### config.mk
export PLATFORM = sky130hd
export DESIGN_NAME = uart_calc_ctrl_flat
export DESIGN_NICKNAME = d
export VERILOG_FILES = /design/src/rtl/uart_calc_ctrl_if.sv /design/src/rtl/uart_calc_ctrl.sv /design/src/flat_wrapper.sv
export SDC_FILE = /design/constraint.sdc
export NUM_CORES = 1
export LEC_CHECK = 0
export CAP_MARGIN = 20
export CORE_MARGIN = 1
export CORE_UTILIZATION = 30
export DETAILED_ROUTE_END_ITERATION = 6
export RECOVER_POWER = 100
export SETUP_SLACK_MARGIN = 0.1
export SYNTH_ARGS = -nofsm -noshare
export SYNTH_HDL_FRONTEND = slang
export SYNTH_SLANG_ARGS = --single-unit
### constraint.sdc
create_clock -name clk -period 14.2 [get_ports clk]
set_input_delay 2.13 -clock clk [delete_from_list [all_inputs] [get_ports clk]]
set_output_delay 2.13 -clock clk [all_outputs]
set_load 0.01 [all_outputs]
### src/rtl/uart_calc_ctrl_if.sv
// Byte-stream bundle between the UART core side and the calculator controller.
//   rx_data/rx_valid : received byte and its one-cycle qualifier
//   tx_data/tx_valid : byte to transmit and its one-cycle frame-start pulse
//   busy             : controller is computing or transmitting a result
//   rx_drop          : one-cycle pulse when a received byte was discarded
// modport slave is the controller; modport master is the UART/stimulus side.
interface uart_calc_ctrl_if;
   logic [7:0] rx_data;
   logic       rx_valid;
   logic [7:0] tx_data;
   logic       tx_valid;
   logic       busy;
   logic       rx_drop;

   modport master (
      output rx_data, rx_valid,
      input  tx_data, tx_valid, busy, rx_drop
   );

   modport slave (
      input  rx_data, rx_valid,
      output tx_data, tx_valid, busy, rx_drop
   );
endinterface

### src/rtl/uart_calc_ctrl.sv
// Parses one ASCII expression "A op B<term>" from the received byte stream, evaluates it and
// transmits the result as ASCII decimal followed by CR LF (or "E" CR LF on a malformed line).
// Transmit bytes are self-paced BYTE_CYCLES apart since the tx path has no ready.
//   clk   : system clock, rising edge
//   n_rst : asynchronous active-low reset
//   bus   : uart_calc_ctrl_if slave (rx_data/rx_valid in, tx_data/tx_valid/busy/rx_drop out)
module uart_calc_ctrl #(
   parameter int unsigned BYTE_CYCLES = 104170
) (
   input logic            clk,
   input logic            n_rst,
   uart_calc_ctrl_if.slave bus
);

   localparam logic [31:0] GapReload = 32'(BYTE_CYCLES - 1);

   typedef enum logic [2:0] {StA, StB, StSkip, StCalc, StConv, StSend} state_e;
   typedef enum logic [2:0] {ActNone, ActDigit, ActOp, ActCalc, ActSkip, ActErrOut} act_e;

   state_e             state_q;
   logic [7:0]         a_q, b_q;
   logic [1:0]         a_cnt_q, b_cnt_q;
   logic [1:0]         op_q;
   logic signed [16:0] res_q;
   logic [16:0]        mag_q;
   logic [2:0]         place_q;
   logic [3:0]         digit_q;
   logic               started_q;
   logic [7:0]         tx_buf_q [8];
   logic [3:0]         len_q, idx_q;
   logic [31:0]        gap_q;
   logic [7:0]         tx_data_q;
   logic               tx_valid_q, busy_q, rx_drop_q;

   // Received byte classification
   logic [7:0] rx;
   logic       is_digit, is_op, is_term, is_space;
   logic [1:0] op_code;
   assign rx       = bus.rx_data;
   assign is_digit = (rx >= 8'h30) && (rx <= 8'h39);
   assign is_op    = (rx == 8'h2B) || (rx == 8'h2D) || (rx == 8'h2A);
   assign is_term  = (rx == 8'h0D) || (rx == 8'h3D);
   assign is_space = (rx == 8'h20);
   assign op_code  = (rx == 8'h2B) ? 2'd0 : (rx == 8'h2D) ? 2'd1 : 2'd2;

   // Accumulator of the operand currently being parsed; a 4th digit never reaches the
   // multiply, so 10 bits cover every checked value (max 99*10+9).
   logic [7:0] acc;
   logic [1:0] cnt;
   logic [9:0] acc_next;
   logic       digit_err;
   assign acc       = (state_q == StB) ? b_q : a_q;
   assign cnt       = (state_q == StB) ? b_cnt_q : a_cnt_q;
   assign acc_next  = ({2'b00, acc} * 10'd10) + {6'd0, rx[3:0]};
   assign digit_err = (cnt == 2'd3) || (acc_next > 10'd255);

   act_e act;
   always_comb begin
      act = ActNone;
      if (bus.rx_valid && !busy_q) begin
         case (state_q)
            StA, StB: begin
               if (is_space) begin
                  act = ActNone;
               end else if (is_digit) begin
                  act = digit_err ? ActSkip : ActDigit;
               end else if (is_op) begin
                  act = (state_q == StA && cnt != 2'd0) ? ActOp : ActSkip;
               end else if (is_term) begin
                  act = (state_q == StB && cnt != 2'd0) ? ActCalc : ActErrOut;
               end else begin
                  act = ActSkip;
               end
            end
            StSkip: if (is_term) act = ActErrOut;
            default: act = ActNone;
         endcase
      end
   end

   logic signed [16:0] a_ext, b_ext, calc;
   assign a_ext = $signed({9'd0, a_q});
   assign b_ext = $signed({9'd0, b_q});
   always_comb begin
      case (op_q)
         2'd0:    calc = a_ext + b_ext;
         2'd1:    calc = a_ext - b_ext;
         default: calc = a_ext * b_ext;
      endcase
   end

   logic [16:0] res_abs;
   logic [16:0] pow;
   assign res_abs = res_q[16] ? 17'(-res_q) : 17'(res_q);
   always_comb begin
      case (place_q)
         3'd1:    pow = 17'd10000;
         3'd2:    pow = 17'd1000;
         3'd3:    pow = 17'd100;
         3'd4:    pow = 17'd10;
         default: pow = 17'd0;
      endcase
   end

   logic [2:0] l0, l1, l2;
   assign l0 = len_q[2:0];
   assign l1 = l0 + 3'd1;
   assign l2 = l0 + 3'd2;

   always_ff @(posedge clk or negedge n_rst) begin
      if (!n_rst) begin
         state_q    <= StA;
         a_q        <= '0;
         b_q        <= '0;
         a_cnt_q    <= '0;
         b_cnt_q    <= '0;
         op_q       <= '0;
         res_q      <= '0;
         mag_q      <= '0;
         place_q    <= '0;
         digit_q    <= '0;
         started_q  <= 1'b0;
         len_q      <= '0;
         idx_q      <= '0;
         gap_q      <= '0;
         tx_data_q  <= '0;
         tx_valid_q <= 1'b0;
         busy_q     <= 1'b0;
         rx_drop_q  <= 1'b0;
         for (int i = 0; i < 8; i++) tx_buf_q[i] <= '0;
      end else begin
         tx_valid_q <= 1'b0;
         rx_drop_q  <= bus.rx_valid && busy_q;
         case (state_q)
            StA, StB, StSkip: begin
               case (act)
                  ActDigit: begin
                     if (state_q == StB) begin
                        b_q     <= acc_next[7:0];
                        b_cnt_q <= b_cnt_q + 2'd1;
                     end else begin
                        a_q     <= acc_next[7:0];
                        a_cnt_q <= a_cnt_q + 2'd1;
                     end
                  end
                  ActOp: begin
                     op_q    <= op_code;
                     state_q <= StB;
                  end
                  ActCalc: begin
                     busy_q  <= 1'b1;
                     state_q <= StCalc;
                  end
                  ActSkip: state_q <= StSkip;
                  ActErrOut: begin
                     tx_buf_q[0] <= 8'h45;
                     tx_buf_q[1] <= 8'h0D;
                     tx_buf_q[2] <= 8'h0A;
                     len_q       <= 4'd3;
                     idx_q       <= '0;
                     gap_q       <= '0;
                     busy_q      <= 1'b1;
                     state_q     <= StSend;
                  end
                  default: ;
               endcase
            end
            StCalc: begin
               res_q     <= calc;
               place_q   <= '0;
               len_q     <= '0;
               digit_q   <= '0;
               started_q <= 1'b0;
               state_q   <= StConv;
            end
            StConv: begin
               if (place_q == 3'd0) begin
                  if (res_q[16]) begin
                     tx_buf_q[0] <= 8'h2D;
                     len_q       <= 4'd1;
                  end
                  mag_q   <= res_abs;
                  place_q <= 3'd1;
               end else if (place_q <= 3'd4) begin
                  if (mag_q >= pow) begin
                     mag_q   <= mag_q - pow;
                     digit_q <= digit_q + 4'd1;
                  end else begin
                     // Leading zeros are dropped until the first non-zero digit
                     if (digit_q != 4'd0 || started_q) begin
                        tx_buf_q[l0] <= {4'h3, digit_q};
                        len_q        <= len_q + 4'd1;
                        started_q    <= 1'b1;
                     end
                     digit_q <= '0;
                     place_q <= place_q + 3'd1;
                  end
               end else begin
                  // Units digit is always emitted, so a zero result reads "0"
                  tx_buf_q[l0] <= {4'h3, mag_q[3:0]};
                  tx_buf_q[l1] <= 8'h0D;
                  tx_buf_q[l2] <= 8'h0A;
                  len_q        <= len_q + 4'd3;
                  idx_q        <= '0;
                  gap_q        <= '0;
                  state_q      <= StSend;
               end
            end
            StSend: begin
               if (gap_q == '0) begin
                  if (idx_q < len_q) begin
                     tx_valid_q <= 1'b1;
                     tx_data_q  <= tx_buf_q[idx_q[2:0]];
                     idx_q      <= idx_q + 4'd1;
                     gap_q      <= GapReload;
                  end else begin
                     // Final byte's frame time has elapsed
                     state_q <= StA;
                     busy_q  <= 1'b0;
                     a_q     <= '0;
                     b_q     <= '0;
                     a_cnt_q <= '0;
                     b_cnt_q <= '0;
                  end
               end else begin
                  gap_q <= gap_q - 32'd1;
               end
            end
            default: state_q <= StA;
         endcase
      end
   end

   assign bus.tx_data  = tx_data_q;
   assign bus.tx_valid = tx_valid_q;
   assign bus.busy     = busy_q;
   assign bus.rx_drop  = rx_drop_q;

endmodule

### src/flat_wrapper.sv
// flat-port wrapper written by rule: the top's interface ports become plain ports
module uart_calc_ctrl_flat 
#(
   parameter int unsigned BYTE_CYCLES = 104170
)
  (clk, n_rst, bus_rx_data, bus_rx_valid, bus_tx_data, bus_tx_valid, bus_busy, bus_rx_drop);
  uart_calc_ctrl_if bus_i ();
  input logic clk;
  input logic n_rst;
  input wire logic [$bits(bus_i.rx_data)-1:0] bus_rx_data;
  input wire logic [$bits(bus_i.rx_valid)-1:0] bus_rx_valid;
  output wire logic [$bits(bus_i.tx_data)-1:0] bus_tx_data;
  output wire logic [$bits(bus_i.tx_valid)-1:0] bus_tx_valid;
  output wire logic [$bits(bus_i.busy)-1:0] bus_busy;
  output wire logic [$bits(bus_i.rx_drop)-1:0] bus_rx_drop;
  assign bus_i.rx_data = bus_rx_data;
  assign bus_i.rx_valid = bus_rx_valid;
  assign bus_tx_data = bus_i.tx_data;
  assign bus_tx_valid = bus_i.tx_valid;
  assign bus_busy = bus_i.busy;
  assign bus_rx_drop = bus_i.rx_drop;
  uart_calc_ctrl #(.BYTE_CYCLES(BYTE_CYCLES)) u_core (.clk(clk), .n_rst(n_rst), .bus(bus_i));
endmodule
==> results.yml, run 1 <==
cts:
  cts_buffers: 17
  cts_tree: "built"
  postCtsSetupRepairBufs: 0
  cts_buffer_depth: 2
  cts.sinks: 182
  postCtsHoldBufs: 0
  clk_latency_ns: 0.45
  clkTransAtPathRegs_ns: 0.07
  root_buffer: "clkbuf_16"
  ctsHtreeMaxLevel: 4
  cts_resized: 0
yosys:
  synth_enable_flop_cells: 0
  synth_area_leaders: "dfrtp_1 (33%), ha_1 (8.2%), fa_1 (6.0%)"
  yosysMostFrequentCell: "nand2_1"
  synth_ff_type: "dfrtp_1"
  yosys-top-cells-count: "nand2_1 (184), dfrtp_1 (182), nor2_1 (177)"
  syn_area_um2: 14000
  synthCells: 1620
  synthesis.nets: 1765
  ys_warn_count: 0
  ys_async_sr_fraction: 1.00
  synth.largest_area_cell: "dfrtp_1"
  synth_top_area_frac: 0.325
  ys_seq_area_frac: 0.325
  synth-seq-cells: 182
  avgSynthCellArea_um2: 8.65
  netlist-cell-type-count: 84
setup_path:
  crit_fanout: 110
  timing.rr.start: "u_core.place_q[0]"
  reg2reg_depth: 16
  path_buf_inv: 1
  ff2ff_setup_slack_ns: 8.91
  cp_data_arrival_time_ns: 6.52
  startpoint_type: "input port"
  endpoint_kind: "asynchronous set/reset pin"
  crit_slowest_cell: "clkbuf_1"
  critical_path_class: "input port to asynchronous set/reset pin"
  rr_endpoint: "u_core.tx_buf_q[57]"
  required_ns: 13.25
  path_delay_family: "buffers and inverters"
  path_cells: "clkbuf_1"
  cpPeakStageDelay_ns: 4.23
min_path:
  hold_depth: 2
  min_to: "u_core.bus.tx_data[1]"
  min_from: "u_core.bus.tx_data[1]"
  holdCritPathClass: "register to register"
global_route:
  antenna_found_initial: 0
  grt.overflow.total: 0
  first_global_vias: 11300
  grt_use_total: 0.155
  grt_first_pass_wirelength_mm: 59.3
  grt_max_degree: 111
pwr:
  p_leak_nw: 6.81
  power_frac_comb: 0.025
  p_seq_frac: 0.510
  ir_drop_uv: 82.5
  power_switching_w: 0.000244
  swShare: 0.240
  clock_power_share: 0.464
  p_per_area_nw_per_um2: 66.5
  power.internal_w: 0.000773
placed_design:
  place.gp.congestion: 0.900
  post_dp_cell_area_um2: 14800
  place_worst_setup_slack_ns: 8.12
  dp_hpwl_mm: 26.1
  io_buffer_count: 21
timing:
  fin_skew_ns: 0.0121
  finalSetupViolCount: 0
  rsz0062_at_grt: "no"
  setup_tns_ns: 0
  hold_viol_final: 0
  final_max_slew_viol_count: 128
  tightest_slew_ns: 6.19
  fmax_mhz: 134
  relSlewSlack: -3.12
  layout_min_cycle_time_ns: 7.47
  finalCritPeriodShare: 0.526
  fin_ws_ns: 6.73
die:
  die_height_um: 218
  core_um2: 45700
  dieArea_um2: 47600
  die_w_um: 218
  ios: 22
  start_util: 0.307
  rows: 78
cells_and_area:
  filler_cell_count: 4800
  antenna_cells: 0
  drive_gt1_frac: 0.0519
  area.growth.synth_to_final_pct: 9.22
  fin_area_um2: 15300
  nets: 1750
route:
  ant_nets: 0
  dr.pass1.iters: 6
  avgViaCountPerCell: 5.22
  wirelength_mm: 35.6
  wire_per_inst_um: 16.1
  num_vias: 11600
  post-route-drc-count: 0
  first_iter_violations: 873
outcome:
  outcome: "complete, but fails checks"
  violations: "max-capacitance violations, max-slew violations"
job:
  maxCapViolCount: 2
[flip-flops by register name, indices dropped and copies added (netlist names)]
name / cells
u_core.a_cnt_q: 2
u_core.a_q: 8
u_core.b_cnt_q: 2
u_core.b_q: 8
u_core.bus.busy: 1
u_core.bus.rx_drop: 1
u_core.bus.tx_data: 8
u_core.bus.tx_valid: 1
u_core.digit_q: 4
u_core.gap_q: 32
u_core.idx_q: 4
u_core.len_q: 4
u_core.mag_q: 17
u_core.op_q: 2
u_core.place_q: 3
u_core.res_q: 17
u_core.started_q: 1
u_core.state_q: 3
u_core.tx_buf_q: 64
[kinds of logic (layout without fill, tap and decap cells)]
| kind of cell | Yosys count | after routing | synth area share |
|---|---|---|---|
| AND/OR/NAND/NOR | 576 | 576 | 0.193 |
| buffers and inverters | 176 | 174 | 0.0489 |
| XOR/XNOR | 70 | 70 | 0.0448 |
| adder cells (fa/ha/maj) | 134 | 134 | 0.142 |
| AO/OA/AOI/OAI | 418 | 418 | 0.184 |
| multiplexers | 64 | 64 | 0.0626 |
| flip-flops | 182 | 182 | 0.325 |
[power groups by stage]
stage	Clock [W]	Combinational (W)	Sequential, W
global placement	0	0.0000269	0.000529
finish	0.000472	0.0000259	0.000519
CTS	0.000484	0.0000277	0.000519
global route	0.000506	0.0000305	0.000519
floorplan	0	0.0000102	0.000528
detailed placement	0	0.0000275	0.000529
[metal layers]
layer  GRT usage  share of wire  routed length [um]
met3      0.0262          0.046                1640
met4      0.0483          0.019                 667
met2       0.241           0.45               16000
met5           0              0                   0
met1       0.217           0.49               17300
[stage by stage]
step / hold slack (ns) / instances / total power (W) / utilization
after CTS: 0.491 / 2218 / 0.00103 / 0.336
final: 0.480 / 2218 / 0.00102 / 0.335
after global routing: 0.506 / 2218 / 0.00106 / 0.335
after detailed placement: 0.471 / 2186 / 0.000556 / 0.324
after floorplan: 0.448 / 1620 / 0.000539 / -
after global placement: 0.463 / 2186 / 0.000556 / 0.324
[layout make-up]
type / count / area [um^2] / area share
timing repair buffer: 33 / 287 / 0.0187
multi-input combinational: 1262 / 8730 / 0.571
tap: 600 / 751 / 0.0491
inverter: 109 / 409 / 0.0267
clock inverter: 13 / 135 / 0.00883
sequential: 182 / 4550 / 0.298
clock buffer: 19 / 433 / 0.0283
[cell usage in the layout, fill, tap and decap left out, types with 9 or more instances in the layout]
master	count
nand2_1	184
dfrtp_1	182
nor2_1	177
a21oi_1	137
o21ai_0	120
inv_1	107
ha_1	91
xnor2_1	48
fa_1	42
nor3_1	36
nand3_1	35
mux2i_1	31
xor2_1	21
o21a_1	18
nor2b_1	18
a21o_1	17
clkbuf_16	17
nor4_1	16
mux4_2	16
nand2b_1	15
and2_0	15
a31oi_1	15
or3_1	14
and2_1	13
mux2_2	13
dlygate4sd3_1	13
o22a_1	12
nand4_1	11
o31ai_1	10
a211oi_1	10
buf_4	10
a21boi_0	9
[worst max path at each step]
stage	start	depth (start not counted)	end
detailed placement	bus_rx_data[3]	10	u_core.gap_q[23]
CTS	bus_rx_data[3]	10	u_core.gap_q[23]
floorplan	u_core.state_q[2]	18	u_core.b_q[3]
global placement	bus_rx_data[3]	10	u_core.gap_q[23]
global route	n_rst	1	u_core.bus.tx_data[0]
finish	n_rst	1	u_core.tx_buf_q[18]
(Power assumes the default switching activity.)
==> run 2, diff against run 1 <==
==> constraint.sdc (replaced) <==
create_clock -name clk -period 6 [get_ports clk]
set_input_delay 0.9 -clock clk [delete_from_list [all_inputs] [get_ports clk]]
set_output_delay 0.9 -clock clk [all_outputs]
set_load 0.01 [all_outputs]
==> results.yml, run 2 (synthesized netlist as in run 1, its figures left out) <==
outcome:
  outcome: "complete, but fails checks"
  violations: "max-capacitance violations, max-slew violations"
cts:
  postCtsHoldBufs: 0
  postCtsSetupRepairBufs: 0
  clk_latency_ns: 0.46
  clkTransAtPathRegs_ns: 0.08
  ctsHtreeMaxLevel: 4
  root_buffer: "clkbuf_16"
  cts_resized: 0
  cts_tree: "built"
  cts.sinks: 182
  cts_buffer_depth: 2
  cts_buffers: 17
timing:
  fmax_mhz: 196
  finalCritPeriodShare: 0.848
  setup_tns_ns: 0
  hold_ws_ns: 0.482
  layout_min_cycle_time_ns: 5.09
  finalSetupViolCount: 0
  relSlewSlack: -1.69
  hold_viol_final: 0
  rsz0062_at_grt: "no"
  tightest_slew_ns: 4.03
  final_max_slew_viol_count: 132
  fin_skew_ns: 0.0223
cells_and_area:
  filler_cell_count: 4772
  area.growth.synth_to_final_pct: 9.47
  layout_commonest_cell: "nand2_1"
  largest_register_ffs: 64
  regMostFlops: "u_core.tx_buf_q"
  nets: 1754
  reg_top3: "u_core.tx_buf_q (64), u_core.gap_q (32)"
  layout_common_cells: "nand2_1 (184), dfrtp_1 (182), nor2_1 (177)"
  drive_gt1_frac: 0.0530
  antenna_cells: 0
placed_design:
  dp_hpwl_mm: 27.0
  place.gp.congestion: 0.898
  io_buffer_count: 21
setup_path:
  critical_path_class: "register to register"
  cp_data_arrival_time_ns: 5.42
  startpoint_type: "register"
  endpoint_kind: "register"
  required_ns: 6.33
  crit_fanout: 8
route:
  dr.pass1.iters: 7
  num_vias: 11700
  wirelength_mm: 36.4
  avgViaCountPerCell: 5.28
  first_iter_violations: 924
  ant_nets: 0
  wire_per_inst_um: 16.4
  post-route-drc-count: 0
die:
  dieArea_um2: 47600
  die_height_um: 218
  ios: 22
  core_um2: 45700
  start_util: 0.307
  die_w_um: 218
  rows: 78
job:
  maxCapViolCount: 3
global_route:
  grt.overflow.total: 0
  grt_use_total: 0.158
  first_global_vias: 11500
  antenna_found_initial: 0
  grt_max_degree: 105
  grt_first_pass_wirelength_mm: 60.3
pwr:
  p_leak_nw: 6.82
  ir_drop_uv: 118
  p_per_area_nw_per_um2: 157
min_path:
  holdCritPathClass: "register to register"
run 2: cell count changes in the layout (fill, tap and decap cells not counted), sizes merged:
| cell | previous run | this run |
|---|---|---|
| dlygate4sd3 | 13 | 12 |
| clkdlybuf4s25 | 0 | 1 |
| inv | 114 | 115 |
| clkdlybuf4s50 | 7 | 8 |
| clkbuf | 22 | 25 |
| bufinv | 1 | 0 |
run 2: worst paths after layout:
path / end / slack (ns) / cells after the start / start
worst max-delay path: u_core.tx_buf_q[59] / 0.91 / 17 / u_core.place_q[0]
worst min-delay path: u_core.bus.tx_data[3] / 0.48 / 2 / u_core.bus.tx_data[3]
worst max register to register: u_core.tx_buf_q[59] / 0.91 / 17 / u_core.place_q[0]
worst min register to register: u_core.bus.tx_data[3] / 0.48 / 2 / u_core.bus.tx_data[3]
max in group asynchronous: u_core.a_q[5] / 1.63 / 1 / n_rst
min in group asynchronous: u_core.mag_q[10] / 2.04 / 1 / n_rst
run 2: metrics by stage:
stage / std cells / setup slack (ns) / util / power, W / cell area, um^2
2_1_floorplan: 1620 / 1.21 / - / 0.00127 / 14000
3_3_place_gp: 2189 / 1.24 / 0.325 / 0.00132 / 14800
3_5_place_dp: 2189 / 1.15 / 0.325 / 0.00132 / 14800
4_1_cts: 2221 / 1.11 / 0.337 / 0.00243 / 15400
5_1_grt: 2222 / 0.553 / 0.336 / 0.00249 / 15300
6_report: 2222 / 0.910 / 0.336 / 0.00240 / 15300
run 2: worst max-delay path, stage by stage, from the launching register on:
cell      delay (ns)
dfrtp_1         0.40
inv_1           0.10
ha_1            0.21
nand2_1         0.09
a21boi_0        0.27
o21ai_0         0.14
nand2_1         0.11
ha_1            0.25
nor4bb_1        0.15
nand2b_1        0.08
o21ai_0         0.15
or4b_1          0.61
a21oi_1         0.15
clkbuf_1        0.54
o22ai_1         0.28
o21ai_0         0.80
and2_0          0.31
mux2_2          0.35
run 2: layout make-up:
type | count | area [um^2] | area share
Clock inverter | 13 | 111 | 0.00726
Inverter | 109 | 409 | 0.0267
Sequential cell | 182 | 4550 | 0.297
Tap cell | 600 | 751 | 0.0490
Multi-Input combinational cell | 1262 | 8730 | 0.570
Clock buffer | 19 | 453 | 0.0295
Timing Repair Buffer | 37 | 320 | 0.0209
run 2: layer usage:
layer,up-vias,routed length (um),track usage
met4,0,593,0.0455
met5,-,0,0
met1,5683,17400,0.221
met3,38,1970,0.0294
met2,341,16400,0.245
li1,5673,-,-
run 2: power by group:
part / switching (W) / total (W) / internal (W) / leakage (nW)
sequential: 0.00000116 / 0.00123 / 0.00123 / 2.36
combinational: 0.0000448 / 0.0000644 / 0.0000197 / 4.18
clock: 0.000547 / 0.00111 / 0.000566 / 0.272
